## src/rtl/fifo_wr_arb.sv

```systemverilog
// Four-requester round-robin write arbiter for a single FIFO write port.
// A grantee keeps the port for up to burst_max accepted words or until it drops req.
module fifo_wr_arb #(
    parameter int width     = 8,
    parameter int burst_max = 4
) (
    input  logic               clk,
    input  logic               rst,
    input  logic [3:0]         req,
    input  logic [4*width-1:0] data_in,
    input  logic               fullN,
    output logic [3:0]         gnt,
    output logic               W_EN,
    output logic [width-1:0]   f_in,
    output logic               busy
);

    typedef enum logic {IDLE, GRANT} state_t;

    state_t     state, state_nxt;
    logic [3:0] gnt_nxt;
    logic [1:0] last_ptr, last_ptr_nxt;
    logic [4:0] cnt, cnt_nxt;
    logic [1:0] gidx;
    logic [1:0] winner;
    logic [1:0] idx;
    logic       any_req;
    logic       accept;
    logic       release_now;

    always_ff @(posedge clk or posedge rst) begin
        if (rst) begin
            state    <= IDLE;
            gnt      <= 4'b0000;
            cnt      <= 5'd0;
            last_ptr <= 2'd3;
        end else begin
            state    <= state_nxt;
            gnt      <= gnt_nxt;
            cnt      <= cnt_nxt;
            last_ptr <= last_ptr_nxt;
        end
    end

    always_comb begin
        gidx = 2'd0;
        case (gnt)
            4'b0010: gidx = 2'd1;
            4'b0100: gidx = 2'd2;
            4'b1000: gidx = 2'd3;
            default: gidx = 2'd0;
        endcase
    end

    // Scanning from last_ptr+1 puts the previous grantee last, which also covers release-time regrants.
    always_comb begin
        winner = last_ptr;
        idx    = last_ptr;
        for (int k = 4; k >= 1; k--) begin
            idx = last_ptr + 2'(k);
            if (req[idx]) winner = idx;
        end
    end

    assign any_req     = |req;
    assign accept      = (state == GRANT) && req[gidx] && fullN;
    assign release_now = (state == GRANT) &&
                         ((accept && (cnt == 5'(burst_max - 1))) || !req[gidx]);

    always_comb begin
        state_nxt    = state;
        gnt_nxt      = gnt;
        cnt_nxt      = cnt;
        last_ptr_nxt = last_ptr;
        case (state)
            IDLE: begin
                if (any_req) begin
                    state_nxt    = GRANT;
                    gnt_nxt      = 4'b0001 << winner;
                    cnt_nxt      = 5'd0;
                    last_ptr_nxt = winner;
                end
            end
            GRANT: begin
                if (release_now) begin
                    cnt_nxt = 5'd0;
                    if (any_req) begin
                        gnt_nxt      = 4'b0001 << winner;
                        last_ptr_nxt = winner;
                    end else begin
                        state_nxt = IDLE;
                        gnt_nxt   = 4'b0000;
                    end
                end else if (accept) begin
                    cnt_nxt = cnt + 5'd1;
                end
            end
            default: begin
                state_nxt = IDLE;
                gnt_nxt   = 4'b0000;
                cnt_nxt   = 5'd0;
            end
        endcase
    end

    always_comb begin
        W_EN = accept;
        busy = (state == GRANT);
        f_in = '0;
        if (gnt != 4'b0000) f_in = data_in[gidx*width +: width];
    end

endmodule

```

## config.mk

```make
export PLATFORM = sky130hd
export DESIGN_NAME = fifo_wr_arb
export DESIGN_NICKNAME = d
export VERILOG_FILES = /design/src/rtl/fifo_wr_arb.sv
export SDC_FILE = /design/constraint.sdc
export NUM_CORES = 1
export LEC_CHECK = 0
export ABC_AREA = 1
export BUFFER_PORTS_ARGS = -buffer_cell sky130_fd_sc_hd__buf_2
export CAP_MARGIN = 30
export CORE_MARGIN = 2
export CORE_UTILIZATION = 50
export DETAILED_ROUTE_END_ITERATION = 12
export PLACE_DENSITY_LB_ADDON = 0.05
export SETUP_SLACK_MARGIN = 0.3
export SLEW_MARGIN = 20
export SYNTH_ARGS = -nofsm -noshare
export SYNTH_HDL_FRONTEND = slang
export SYNTH_SLANG_ARGS = --single-unit
```

## constraint.sdc

```tcl
create_clock -name clk -period 3.5 [get_ports clk]
set_input_delay 0.7 -clock clk [delete_from_list [all_inputs] [get_ports clk]]
set_output_delay 0.7 -clock clk [all_outputs]
set_load 0.05 [all_outputs]
```

# Word-level counts from Yosys, hierarchy flattened
# Cells that the tools add are included.
[op_classes] n_addsub=4 n_lt_le_gt_ge=4 eq_ne=7 shift=2 n_mux=27 bitwise_logic=1 n_reduce_logical=10
[op_table] operator="$shiftx 32x6->8" n=1
[op_table] operator="$mux 5" n=3
[op_table] operator="$lt 2x3->1 const B" n=4
[op_table] operator="$mux 4" n=3
[op_table] operator="$mux 2" n=5
[op_table] operator="$pmux 5 s2" n=1
[op_table] operator="$bmux 1 s2" n=4
[op_table] operator="$mux 8" n=1
[op_table] operator="$pmux 4 s2" n=1
[op_table] operator="$mux 1" n=6
[op_table] operator="$pmux 2 s3" n=1
[op_table] operator="$add 5x1->5 const B" n=1
[op_table] operator="$eq 5x2->1 const B" n=1
[op_table] operator="$add 2x2->2 const B" n=2
[op_table] operator="$eq 4x2->1 const B" n=1
[op_table] operator="$eq 4x3->1 const B" n=1
[op_table] operator="$eq 4x4->1 const B" n=1
[op_table] operator="$logic_and 1x1->1" n=4
[op_table] operator="$pmux 2 s2" n=1
[op_table] operator="$reduce_and 2->1" n=2
[op_table] operator="$reduce_bool 4->1" n=1
[op_table] operator="$reduce_or 4->1" n=1
[op_table] operator="$shl 1x2->4 const A" n=1
[op_table] operator="$ne 3x1->1 const B" n=1
[op_table] operator="other kinds (7)" n=7
[word_totals] register_bits=12 input_bits=39 out_inout_bits=14 wordCells=59

# Longest topological paths before layout
[logic_depth] depth_word=11 ltp_mapped=13 mapped_depth_nobuf=12

# Least setup slack after synthesis
# Ideal clock, no wire load.
[synth_path] path_type="reg2out" from="register gnt[1]" to="output port f_in[5]" arrival_ps=2239 required_ps=2800 setup_slack_ps=561 path_stages_with_launch=9 n_path_buf=1 cell_sequence="dfrtp_1 inv_1 nand2_4 nand3_4 inv_2 buf_2 o21a_1 o21ai_1 a21oi_1"
[synth_via] elab_chain_cells=4 word_cells_on_any_way=7 classes_between="eq/ne: 3; shift: 1; mux: 2; reduce/logical: 1"
[synth_rtl] item="start, declared" line="12" source="output logic [3:0] gnt,"
[synth_rtl] item="start signal, assigned" line="39" source="gnt <= gnt_nxt;"
[synth_rtl] item="$eq 4x4->1, or another cell as far along" line="47" source="case (gnt)"
[synth_rtl] item="$pmux 2 s3" line="47"
[synth_rtl] item="$shiftx 32x6->8" line="110" source="if (gnt != 4'b0000) f_in = data_in[gidx*width +: width];"
[synth_rtl] item="$mux 8 (*)" line="110"
[synth_rtl] item="end, declared" line="14" source="output logic [width-1:0] f_in,"
# Every way passes the cells marked *; elsewhere a longest branch is shown, timed or not.

# Worst setup path after layout
[layout_path] from="register gnt[1]" to="output port f_in[1]"
# Same word-level chain as after synthesis.

==> metrics.md <==
| Metric | Value |
|---|---|
| Worst Clk Skew | 0.000930 ns |
| Hpwl dp | 2520 um |
| Area growth from synthesis to layout | 24.6% |
| Setup TNS | 0 ns |
| Antenna Cells | 0 |
| Vias per std cell | 5.18 |
| CP endpoint kind | output port |
| Slew margin rel. | 0.348 |
| # IOs | 53 |
| Post-synth ARST share | 1.00 |
| CTS Buffer Depth | 2 |
| Core ar. | roughly 2300 um^2 |
| Tightest Pin Transition | 0.970 ns |
| Initial drt markers | 31 |
| Adder-cell share of the synthesized area | 0.0102 |
| Vias in the first global route | 1206 |
| Top_reg_cell synth | dfrtp_1 |
| Fmax | about 370 MHz |
| Synth Area in XOR/XNOR | 0.0215 |
| Outcome | complete, no violations |
| Post-cts resize count | 0 |
| CTS tree | done |
| Final worst-path cycle share | 0.770 |
| FF-to-FF Start | gnt[0] |
| LEAKAGE | 0.825 nW |
| Routed WL | ~3100 um |
| Crit path time final | 2.69 ns |
| Post-Synthesis Net Count | 229 |
| Clk_lat worst skew | 0.27 ns |
| Initial antenna violation count | 0 |
| Final setup viols | 0 |
| Mean Syn Cell Area | 6.47 um^2 |
| CTS Buf Count | 3 |
| Syn Std Cell Area | 1220 um^2 |
| GRT overflow | 0 |
| Post-synth EDFFs | 0 |
| RSZ-0062 raised after global routing | false |
| CTS H-Tree Depth | 1 |
| Sequential cell area fraction in the yosys report | 0.247 |
| Hold Crit Class | primary input to async pin |
| Worst-path maximum fanout | 8 |
| WP data required | 2.80 ns |
| Arr. time, crit path | 1.99 ns |
| TritonRoute pass-1 iters | 4 |
| Critical path start-end classification | register to output port |
| Drt wl/cell | 11.6 um |
| Syn Inst Count | 189 |
| Post-synthesis simple-gate area fraction | 0.426 |
| Largest family of logic cells by synthesized area | simple AND/OR/NAND/NOR gates |
| Pin count of the biggest net entering global routing | 20 |
| Antenna-violating nets left | 0 |
| Initial core utilization | 0.543 |
| CTS hold repair buffers | 0 |
| Synth area leaders | dfrtp_1 20%, nand2_1 14%, nor2_1 6.7% |
| Non-Filler Instances | 268 |
| Synth area leader | dfrtp_1 |
| Power Density | 1110 nW/um^2 |
| Die Y | about 53 um |
| Crit-path cells | inv_1, nand2_4, nor3_1, a21oi_1, buf_2 |
| PortBufs | 52 |
| Via Count | between 1000 and 1500 |
| CTS root buf | clkbuf_4 |
| Max cap viols | 0 |
| Yosys top cell area share | 0.204 |
| GRT Total Usage | 0.243 |
| FP Rows | 17 |
| Crit-path max cell delay | 0.74 ns |
| Routability Congestion | 0.838 |
| Fin. Hold Viols | 0 |
| Layout cells sized above 1 | 0.321 |
| Multiplexer share of the synthesized area | 0 |
| Slowest cell on crit path | nor3_1 |
| # clock sinks | 12 |
| Residual DRC | 0 |
| First-pass GRT wire length | 5090 um |
| DIE AREA | 2860 um^2 |
| Hold_ws | 0.421 ns |
| Worst VDD drop | 0.000616 V |
| Nets@finish | 281 |
| Synthesized flop and latch total | 12 |
| Fin. max-slew vios | 0 |
| Post-synthesis compound-gate area fraction | 0.206 |
| Dpl cells | between 200 and 300 |
| Critical path origin | gnt[1] |
| Setup repair bufs after CTS | 0 |
| Die width | ~53 um |
| Clk slew on worst S/H paths | 0.08 ns |
| Worst setup SP type | register |
| Distinct cell type count after synthesis | 28 |
| YS warnings | 0 |
==> per-stage QoR <==
stage           util  area (um^2)  total power [mW]  setup slack [ns]
6_report       0.676         1530              1.69             0.805
5_1_grt        0.676         1530              1.86             0.595
4_1_cts        0.676         1530              1.69             0.804
3_5_place_dp   0.660         1490              1.58              1.12
3_3_place_gp   0.660         1490              1.54              1.19
2_1_floorplan      -         1220              1.34             0.561
==> worst paths after layout <==
| check | endpoint | slack (ns) | cells past startpoint |
|---|---|---|---|
| min in group clk | last_ptr[1] | 0.53 | 2 |
| max reg2reg | last_ptr[0] | 1.79 | 9 |
| min | busy | 0.42 | 2 |
| max in group asynchronous | last_ptr[1] | 2.74 | 2 |
| min reg2reg | last_ptr[1] | 0.53 | 2 |
| max | f_in[1] | 0.81 | 5 |
==> routing by layer <==
| layer | part of all wire | track usage |
|---|---|---|
| met2 | 0.47 | 0.412 |
| met4 | 0.0071 | 0.0470 |
| met5 | 0 | 0 |
| met1 | 0.45 | 0.312 |
| met3 | 0.066 | 0.0565 |
==> cell usage in the layout, fill, tap and decap left out, types with 2 or more instances in the layout <==
cell,instances
nand3_4,2
nand2_4,3
nor2_2,2
inv_2,5
o21ai_0,16
xor2_1,3
o21a_1,8
buf_2,52
a21oi_1,8
inv_1,16
nand3_1,9
nand2_2,2
nand3_2,3
nor2_4,2
dfstp_2,2
clkbuf_4,3
nor2_1,22
dfrtp_1,10
nand4_1,8
o2111ai_1,3
o21ai_1,9
nand2_1,46
==> critical path: cells and delay by family, from the launching register on <==
family | cells | cell delay (ns)
AOI/OAI and AO/OA | 1 | 0.09
DFF | 1 | 0.43
buffers and inverters | 2 | 0.37
and+or+nand+nor | 2 | 0.81
==> area by class of cell <==
class | instances | area [um^2]
flip-flops and latches | 12 | 303
repair buffers | 52 | 260
multi-input cells | 151 | 812
inverters | 21 | 78.8
well taps | 28 | 35.0
fillers | 223 | 729
clock buffers | 4 | 36.3
==> Yosys cell counts, types with 5 or more instances <==
cell type	n
nand2_1	46
nor2_1	22
inv_1	16
o21ai_0	16
dfrtp_1	10
nand3_1	9
o21ai_1	9
a21oi_1	8
nand4_1	8
o21a_1	8
inv_2	5
==> state kept, by name, summed over array words and instances, names as in the netlist <==
register and count:
busy 1, last_ptr 2, cnt 5, gnt 4
==> cell families (layout without fill, tap and decap cells) <==
| family | after synthesis | after routing |
|---|---|---|
| flops | 12 | 12 |
| fa+ha+maj | 1 | 1 |
| xor+xnor | 3 | 3 |
| compound gates | 44 | 44 |
| simple gates | 103 | 103 |
| buf+inv | 26 | 77 |
==> where the power goes <==
group / switching (mW) / internal [mW] / total, mW
Combinational: 0.948 / 0.367 / 1.32
Sequential: 0.0703 / 0.193 / 0.264
Clock: 0.0477 / 0.0633 / 0.111
No activity file was read; power rests on OpenSTA's default activity.
